**config.mk**
```make
export PLATFORM = sky130hd
export DESIGN_NAME = ecc_core_arbiter_flat
export DESIGN_NICKNAME = d
export VERILOG_FILES = /design/src/rtl/ecc_core_arbiter_if.sv /design/src/rtl/ecc_core_arbiter.sv /design/src/flat_wrapper.sv
export SDC_FILE = /design/constraint.sdc
export NUM_CORES = 1
export LEC_CHECK = 0
export CAP_MARGIN = 20
export CORE_AREA = 2 2 404 406
export CTS_CLUSTER_SIZE = 10
export DETAILED_ROUTE_END_ITERATION = 7
export DIE_AREA = 0 0 406 408
export GPL_TIMING_DRIVEN = 0
export PLACE_DENSITY = 0.36
export SYNTH_ARGS = -nofsm -noshare
export SYNTH_HDL_FRONTEND = slang
export SYNTH_SLANG_ARGS = --single-unit
```
**constraint.sdc**
```tcl
create_clock -name clk -period 19.75 [get_ports clk]
set_clock_uncertainty 0.2 [all_clocks]
set_input_delay 3.95 -clock clk [delete_from_list [all_inputs] [get_ports clk]]
set_output_delay 3.95 -clock clk [all_outputs]
set_load 0.05 [all_outputs]
```
**src/rtl/ecc_core_arbiter_if.sv**
```systemverilog
// Requester/core-side bundle of the ECC core arbiter.
// The slave modport is the arbiter's view; the master modport is the environment's.
interface ecc_core_arbiter_if #(
  parameter int NREQ  = 2,
  parameter int KEY_W = 176,
  parameter int PT_W  = 163
);
  logic [NREQ-1:0]       i_req;
  logic [NREQ*KEY_W-1:0] i_key;
  logic [NREQ*PT_W-1:0]  i_basepoint;
  logic                  i_done_ECC;
  logic                  i_time_up;
  logic [NREQ-1:0]       o_gnt;
  logic [NREQ-1:0]       o_done;
  logic [NREQ-1:0]       o_err;
  logic                  o_start_ECC;
  logic                  o_en_ECC;
  logic [KEY_W-1:0]      o_key;
  logic [PT_W-1:0]       o_basepoint;

  modport slave (
    input  i_req, i_key, i_basepoint, i_done_ECC, i_time_up,
    output o_gnt, o_done, o_err, o_start_ECC, o_en_ECC, o_key, o_basepoint
  );

  modport master (
    output i_req, i_key, i_basepoint, i_done_ECC, i_time_up,
    input  o_gnt, o_done, o_err, o_start_ECC, o_en_ECC, o_key, o_basepoint
  );
endinterface

```
**src/rtl/ecc_core_arbiter.sv**
```systemverilog
// Round-robin owner of the shared ECC scalar-multiply core: latches the winner's
// operands, sequences start/enable, watches for a hung run and reports done/err.
module ecc_core_arbiter #(
  parameter int NREQ    = 2,
  parameter int KEY_W   = 176,
  parameter int PT_W    = 163,
  parameter int TIMEOUT = 4096,
  parameter int CNT_W   = 13
) (
  input  logic               clk,
  input  logic               rst,
  ecc_core_arbiter_if.slave  bus
);
  localparam int OW = (NREQ > 2) ? 2 : 1;

  typedef enum logic [2:0] {
    IDLE   = 3'd0,
    LOAD   = 3'd1,
    START  = 3'd2,
    RUN    = 3'd3,
    FINISH = 3'd4,
    ABORT  = 3'd5
  } state_t;

  state_t            state;
  state_t            state_nxt;
  logic [OW-1:0]     owner;
  logic [OW-1:0]     rr_ptr;
  logic [CNT_W-1:0]  wd;
  logic [KEY_W-1:0]  key_q;
  logic [PT_W-1:0]   bp_q;
  logic [NREQ-1:0]   owner_oh;
  logic              wd_expired;

  logic [NREQ-1:0]   gnt_c;
  logic [NREQ-1:0]   done_c;
  logic [NREQ-1:0]   err_c;
  logic              start_c;
  logic              en_c;

  function automatic logic [OW-1:0] ptr_inc(input logic [OW-1:0] p);
    return (p == OW'(NREQ - 1)) ? '0 : p + OW'(1);
  endfunction

  // Scan from the pointer upward with wrap; first requester found wins.
  function automatic logic [OW-1:0] rr_pick(input logic [NREQ-1:0] req,
                                            input logic [OW-1:0]   ptr);
    logic [OW-1:0] idx;
    logic [OW-1:0] sel;
    logic          found;
    idx   = ptr;
    sel   = ptr;
    found = 1'b0;
    for (int i = 0; i < NREQ; i++) begin
      if (!found && req[idx]) begin
        sel   = idx;
        found = 1'b1;
      end
      idx = ptr_inc(idx);
    end
    return sel;
  endfunction

  assign owner_oh   = NREQ'(1) << owner;
  assign wd_expired = (wd == CNT_W'(TIMEOUT - 1));

  always_ff @(posedge clk or posedge rst) begin
    if (rst) state <= IDLE;
    else     state <= state_nxt;
  end

  // A global abort wins over everything while the core is owned; FINISH and
  // ABORT already emit their pulse, so they always return to IDLE.
  always_comb begin
    state_nxt = state;
    gnt_c     = '0;
    done_c    = '0;
    err_c     = '0;
    start_c   = 1'b0;
    en_c      = 1'b0;
    case (state)
      IDLE: begin
        if (|bus.i_req) state_nxt = LOAD;
      end
      LOAD: begin
        gnt_c     = owner_oh;
        state_nxt = bus.i_time_up ? ABORT : START;
      end
      START: begin
        gnt_c     = owner_oh;
        start_c   = 1'b1;
        en_c      = 1'b1;
        state_nxt = bus.i_time_up ? ABORT : RUN;
      end
      RUN: begin
        gnt_c = owner_oh;
        en_c  = 1'b1;
        if (bus.i_time_up)       state_nxt = ABORT;
        else if (bus.i_done_ECC) state_nxt = FINISH;
        else if (wd_expired)     state_nxt = ABORT;
      end
      FINISH: begin
        gnt_c     = owner_oh;
        done_c    = owner_oh;
        state_nxt = IDLE;
      end
      ABORT: begin
        gnt_c     = owner_oh;
        err_c     = owner_oh;
        state_nxt = IDLE;
      end
      default: state_nxt = IDLE;
    endcase
  end

  always_ff @(posedge clk or posedge rst) begin
    if (rst) begin
      owner  <= '0;
      rr_ptr <= '0;
      wd     <= '0;
      key_q  <= '0;
      bp_q   <= '0;
    end else begin
      case (state)
        IDLE: begin
          if (|bus.i_req) owner <= rr_pick(bus.i_req, rr_ptr);
        end
        LOAD: begin
          key_q <= bus.i_key[int'(owner)*KEY_W +: KEY_W];
          bp_q  <= bus.i_basepoint[int'(owner)*PT_W +: PT_W];
        end
        START:         wd     <= '0;
        RUN:           wd     <= wd + CNT_W'(1);
        FINISH, ABORT: rr_ptr <= ptr_inc(owner);
        default: ;
      endcase
    end
  end

  assign bus.o_gnt       = gnt_c;
  assign bus.o_done      = done_c;
  assign bus.o_err       = err_c;
  assign bus.o_start_ECC = start_c;
  assign bus.o_en_ECC    = en_c;
  assign bus.o_key       = key_q;
  assign bus.o_basepoint = bp_q;
endmodule

```
**src/flat_wrapper.sv**
```systemverilog
// flat-port wrapper written by rule: the top's interface ports become plain ports
module ecc_core_arbiter_flat 
#(
  parameter int NREQ    = 2,
  parameter int KEY_W   = 176,
  parameter int PT_W    = 163,
  parameter int TIMEOUT = 4096,
  parameter int CNT_W   = 13
)
  (clk, rst, bus_i_req, bus_i_key, bus_i_basepoint, bus_i_done_ECC, bus_i_time_up, bus_o_gnt, bus_o_done, bus_o_err, bus_o_start_ECC, bus_o_en_ECC, bus_o_key, bus_o_basepoint);
  ecc_core_arbiter_if #(.NREQ(NREQ), .KEY_W(KEY_W), .PT_W(PT_W)) bus_i ();
  input  logic clk;
  input  logic rst;
  input wire logic [$bits(bus_i.i_req)-1:0] bus_i_req;
  input wire logic [$bits(bus_i.i_key)-1:0] bus_i_key;
  input wire logic [$bits(bus_i.i_basepoint)-1:0] bus_i_basepoint;
  input wire logic [$bits(bus_i.i_done_ECC)-1:0] bus_i_done_ECC;
  input wire logic [$bits(bus_i.i_time_up)-1:0] bus_i_time_up;
  output wire logic [$bits(bus_i.o_gnt)-1:0] bus_o_gnt;
  output wire logic [$bits(bus_i.o_done)-1:0] bus_o_done;
  output wire logic [$bits(bus_i.o_err)-1:0] bus_o_err;
  output wire logic [$bits(bus_i.o_start_ECC)-1:0] bus_o_start_ECC;
  output wire logic [$bits(bus_i.o_en_ECC)-1:0] bus_o_en_ECC;
  output wire logic [$bits(bus_i.o_key)-1:0] bus_o_key;
  output wire logic [$bits(bus_i.o_basepoint)-1:0] bus_o_basepoint;
  assign bus_i.i_req = bus_i_req;
  assign bus_i.i_key = bus_i_key;
  assign bus_i.i_basepoint = bus_i_basepoint;
  assign bus_i.i_done_ECC = bus_i_done_ECC;
  assign bus_i.i_time_up = bus_i_time_up;
  assign bus_o_gnt = bus_i.o_gnt;
  assign bus_o_done = bus_i.o_done;
  assign bus_o_err = bus_i.o_err;
  assign bus_o_start_ECC = bus_i.o_start_ECC;
  assign bus_o_en_ECC = bus_i.o_en_ECC;
  assign bus_o_key = bus_i.o_key;
  assign bus_o_basepoint = bus_i.o_basepoint;
  ecc_core_arbiter #(.NREQ(NREQ), .KEY_W(KEY_W), .PT_W(PT_W), .TIMEOUT(TIMEOUT), .CNT_W(CNT_W)) u_core (.clk(clk), .rst(rst), .bus(bus_i));
endmodule
```
## After elaboration in Yosys (flattened, before gate mapping)

Cells that the tools add are included.

| storage, ports and cells | value |
|---|---|
| output and inout port bits | 347 |
| word-level logic and storage cells | 57 |
| bits of input ports | 684 |
| register bits after elaboration | 357 |

| cells by class | value |
|---|---|
| $mul | 2 |
| add/sub/neg operators | 3 |
| shift-type cells | 3 |
| $lt $le $gt $ge | 2 |
| equal/unequal tests | 8 |
| reductions and logical operators | 10 |
| muxes and demuxes | 23 |

Operators by type and width:

| operator | count |
|---|---|
| indexed part select 352 x 32 -> 176 bit | 1 |
| indexed part select 326 x 32 -> 163 bit | 1 |
| case mux 13 bit (2 select lines) | 1 |
| 2-to-1 mux 3 bit | 6 |
| adder 13 x 1 -> 13 bit, second input constant | 1 |
| == test 13 x 12 -> 1 bit, second input constant | 1 |
| 2-to-1 mux 1 bit | 12 |
| case mux 3 bit (4 select lines) | 1 |
| multiplier 1 x 8 -> 9 bit, second input constant | 1 |
| == test 3 x 2 -> 1 bit, second input constant | 2 |
| == test 3 bit, second input constant | 2 |
| 2-to-1 mux 2 bit | 3 |
| OR reduction 2 bit | 3 |
| multiplier 1 x 4 -> 5 bit, second input constant | 1 |
| OR reduction 5 bit | 1 |
| < comparator 1 x 2 -> 1 bit, second input constant | 2 |
| != test 4 x 3 -> 1 bit, second input constant | 1 |
| AND reduction 2 bit | 2 |
| == test 3 x 1 -> 1 bit, second input constant | 1 |
| logical NOT 3 bit | 1 |
| adder 1 bit, second input constant | 2 |
| != test 2 x 1 -> 1 bit, second input constant | 1 |
| nonzero test 2 bit | 1 |
| left shift 1 x 1 -> 2 bit, first input constant | 1 |
| other kinds (2) | 2 |

## Longest topological paths before layout

| depth | value |
|---|---|
| word-level depth | 8 |
| depth in mapped cells | 7 |
| depth with buffers taken out | 4 |

## Least setup slack after synthesis

OpenSTA, ideal clock, no wires.

| timing path | value |
|---|---|
| path type | register to output |
| from | register u_core.owner |
| to | output port bus_o_gnt[1] |
| arrival time | 1,982 ps |
| buffers on the path | 2 |
| cell stages (with the launch flop) | 5 |
| slack | 13,618 ps |
| required time | 15,600 ps |
| path through | dfrtp_1 > buf_2 > buf_2 > inv_1 > a211oi_1 |

| between the ends | value |
|---|---|
| cells in the longest elaborated chain, start to end | 2 |

RTL lines:

| what | RTL line | text |
|---|---|---|
| start: declaration | ecc_core_arbiter.sv:27 | `logic [OW-1:0] owner;` |
| start signal: assignment | ecc_core_arbiter.sv:126 | `if (\|bus.i_req) owner <= rr_pick(bus.i_req, rr_ptr);` |
| left shift 1 x 1 -> 2 bit | ecc_core_arbiter.sv:64 | `assign owner_oh = NREQ'(1) << owner;` |
| 2-to-1 mux 2 bit | ecc_core_arbiter.sv:81 | `case (state)` |
| end: declaration | flat_wrapper.sv:19 | `output wire logic [$bits(bus_i.o_gnt)-1:0] bus_o_gnt;` |

Every way passes these cells.

## Worst setup path in the final report

Ends and elaborated chain as after synthesis.

==> flow_metrics.py <==
metrics = {
    "run_status": {
        "outcome": "finished clean",
    },
    "synth": {
        "yosysTopAreaCell": "dfrtp_1",
        "synth_area_leaders": "dfrtp_1 (54%), mux2i_1 (21%), a21oi_1 (11%), nor2_1 (7.8%), buf_2 (3.2%)",
        "synthesis.area_um2": 16500,
        "synth_top_area_share_pct": 54.2,
        "syn_nets": 2269,
        "synth.distinct_cells": 32,
        "yosys_warnings": 0,
        "syn_inst": 1584,
        "ys_seq_area_share_pct": 54.2,
        "ys_ff_latch": 357,
        "synth_area_per_cell_um2": 10.4,
    },
    "worst_setup_path": {
        "worstSetupEndpointType": "output port",
        "path_delay_family": "buffers and inverters",
        "worst_r2r_endpoint": "u_core.bus.o_key[48]",
        "crit_chain": "buf_2 > buf_2 > inv_1 > a211oi_1 > clkdlybuf4s50_1",
        "criticalPathCategory": "reg -> out",
        "max_stage_delay_ns": 0.89,
        "crit_buf_inv": 4,
        "ff2ff_setup_slack_ns": 16.62,
        "path_common_cell": "buf_2",
        "reg2regPathDepth": 5,
        "path_max_fanout": 10,
        "crit_path_top_delay_cell": "clkdlybuf4s50_1",
        "crit_required_ns": 15.60,
        "crit_start": "u_core.owner",
        "timing.rr.start": "u_core.owner",
        "start_kind": "flip-flop",
        "arrival_ns": 2.96,
    },
    "die": {
        "die_x_um": 406,
        "die_area_um2": 166000,
        "start_util_pct": 10.2,
        "ioPinCount": 1031,
        "die_y_um": 408,
        "rows": 148,
        "core_um2": 162000,
    },
    "drt": {
        "ant_nets": 0,
        "drtIter0Drc": 872,
        "drt-wirelength-per-cell_um": 24.7,
        "vias": 16495,
        "routed_wl_um": 121000,
        "drt-pass1-iter-count": 6,
        "drc": 0,
        "drt-vias-per-instance": 3.37,
    },
    "global_route": {
        "grt_first_pass_wirelength_um": 158000,
        "grt_pass1_vias": 17249,
        "grt_max_degree": 88,
        "grtUsageTotal_pct": 14.1,
        "grt_overflow": 0,
        "antenna_found_initial": 19,
    },
    "min_path": {
        "hold_depth": 2,
        "min_from": "u_core.bus.o_basepoint[130]",
        "hold_end": "u_core.bus.o_basepoint[130]",
        "hold_class": "reg -> reg",
    },
    "timing": {
        "fin_ws_ns": 12.64,
        "period_share_pct": 36.0,
        "tightest_slew_ns": 0.921,
        "period_needed_ns": 7.11,
        "hold_viol_final": 0,
        "rsz0062_at_grt": "no",
        "timing.slew.headroom_pct": 36.9,
        "setup_viol": 0,
        "report.final.slew_viol_count": 0,
        "max_freq_ghz": 0.141,
        "fin_tns_setup_ns": 0,
    },
    "clock_tree": {
        "cts_buffers": 51,
        "clock-root-buffer": "clkbuf_16",
        "cts_tree": "built",
        "post-cts-setup-buffers": 0,
        "path_clk_slew_ns": 0.06,
        "postCtsHoldBufs": 0,
        "cts_resized": 0,
        "cts.sinks": 357,
        "cts.path.max_buffers": 3,
        "worstSkewPairLatency_ns": 0.61,
        "h-tree-depth": 2,
    },
    "pwr": {
        "peakVddDrop_uv": 57.2,
        "power_leakage_nw": 12.7,
        "total_power_mw": 6.15,
        "power.density_nw_per_um2": 196,
    },
    "placed_design": {
        "hpwl_um": 102000,
        "routabilityCongestion": 0.870,
        "pre_cts_slack_ns": 13.18,
        "port_buffers": 1030,
        "numPlacedInstances": 4793,
    },
    "cells_and_area": {
        "fin_nets": 3356,
        "syn_to_final_growth_pct": 90.0,
        "fill_cells": 17885,
        "fin_util_pct": 19.4,
        "final_cells": 4890,
        "drive_gt1_share_pct": 7.45,
    },
    "job": {
        "cap_violations": 0,
    },
}
## through the flow
| stage | cell area, um2 | hold slack [ns] |
|---|---|---|
| after detailed placement | 29600 | 0.307 |
| after global placement | 29500 | 0.307 |
| after global routing | 31300 | 0.337 |
| after CTS | 31300 | 0.326 |
| after floorplan | 16500 | 0.274 |
| final | 31300 | 0.321 |
## power by group
| group | switching [mW] | internal [mW] | total, mW |
|---|---|---|---|
| Combinational | 2.70 | 1.20 | 3.90 |
| Clock | 0.382 | 0.557 | 0.939 |
| Sequential | 0.212 | 1.09 | 1.30 |
## registers in the layout (all words and copies together) (netlist names)
name,count
u_core.owner,1
u_core.wd,13
u_core.state,3
u_core.rr_ptr,1
u_core.bus.o_basepoint,163
u_core.bus.o_key,176
## worst reg2reg max path: cells and delay by family, from the launching register on
family | cells | cell delay (ns)
buf+inv | 3 | 1.41
mux | 1 | 0.85
flops | 1 | 0.33
compound gates | 1 | 0.16
## worst max path at each step
stage	slack (ns)	endpoint	depth (start not counted)
global placement	-1.46	u_core.bus.o_key[84]	2
finish	12.64	bus_o_gnt[1]	5
detailed placement	13.18	bus_o_gnt[1]	5
CTS	12.45	bus_o_gnt[1]	5
global route	12.42	bus_o_gnt[1]	5
floorplan	5.69	u_core.bus.o_basepoint[0]	1
## area by class of cell
| class | count | area (um2) | area share [%] |
|---|---|---|---|
| sequential | 357 | 8930 | 28.5 |
| tap | 2175 | 2720 | 8.69 |
| inverter | 9 | 41.3 | 0.132 |
| clock inverter | 12 | 128 | 0.408 |
| timing repair buffer | 1034 | 10400 | 33.3 |
| antenna | 4 | 10.0 | 0.0320 |
| clock buffer | 81 | 1540 | 4.92 |
| multi-input combinational | 1099 | 6890 | 22.0 |
| buffer | 119 | 622 | 1.99 |
## layout by cell type, fill, tap and decap left out, drive strengths merged
cell type	instances
o32ai	1
nand3	5
xnor2	1
or3	1
nor3	4
mux2	1
a31oi	1
clkbuf	84
nor3b	2
maj3	1
inv	10
diode	4
a22o	2
or4	4
dfrtp	357
ha	1
buf	120
o21ai	3
clkinvlp	4
bufinv	2
clkinv	5
nor2	342
or3b	1
nand2	13
a211oi	3
nand4b	2
clkdlybuf4s50	1030
a21oi	346
mux2i	344
nand3b	1
nand4	2
o211a	1
nor4	5
nand2b	7
o31ai	5
## layer usage
metal | track usage, % | part of all wire (%) | vias to the layer above
met3 | 2.42 | 5.5 | 83
met4 | 2.15 | 1.3 | 6
met2 | 25.4 | 51 | 609
li1 | - | - | 7689
met1 | 17.7 | 42 | 8108
met5 | 0 | 0.034 | -
## cell families (layout without fill, tap and decap cells)
| logic type | count (synthesis) | count (layout) | share of synthesized area, % |
|---|---|---|---|
| AOI/OAI and AO/OA | 362 | 362 | 11.2 |
| xor gates and xnor gates | 1 | 1 | 0.0532 |
| adders and majority gates | 2 | 2 | 0.137 |
| buffers and inverters | 128 | 1255 | 3.98 |
| DFF | 357 | 357 | 54.2 |
| muxes | 345 | 345 | 21.0 |
| other | 0 | 4 | 0 |
| and+or+nand+nor | 389 | 389 | 9.44 |
## cells in the mapped netlist
master / n
a21oi_1: 346
nand3b_1: 1
dfrtp_1: 357
o21ai_0: 3
inv_1: 9
maj3_1: 1
xnor2_1: 1
clkbuf_1: 3
nor3_1: 4
nor3b_1: 1
nand4b_1: 2
nand3_1: 5
or4_1: 4
nand2b_1: 7
nand4_1: 2
a22o_1: 2
ha_1: 1
a211oi_1: 3
o31ai_1: 5
buf_2: 104
nand2_1: 13
or3b_2: 1
o32ai_1: 1
nor2_1: 342
nor4_1: 5
mux2i_1: 344
a31oi_1: 1
mux2_2: 1
or3_1: 1
buf_4: 12
o211a_1: 1
nor3b_2: 1
No activity file was read; power rests on OpenSTA's default activity.
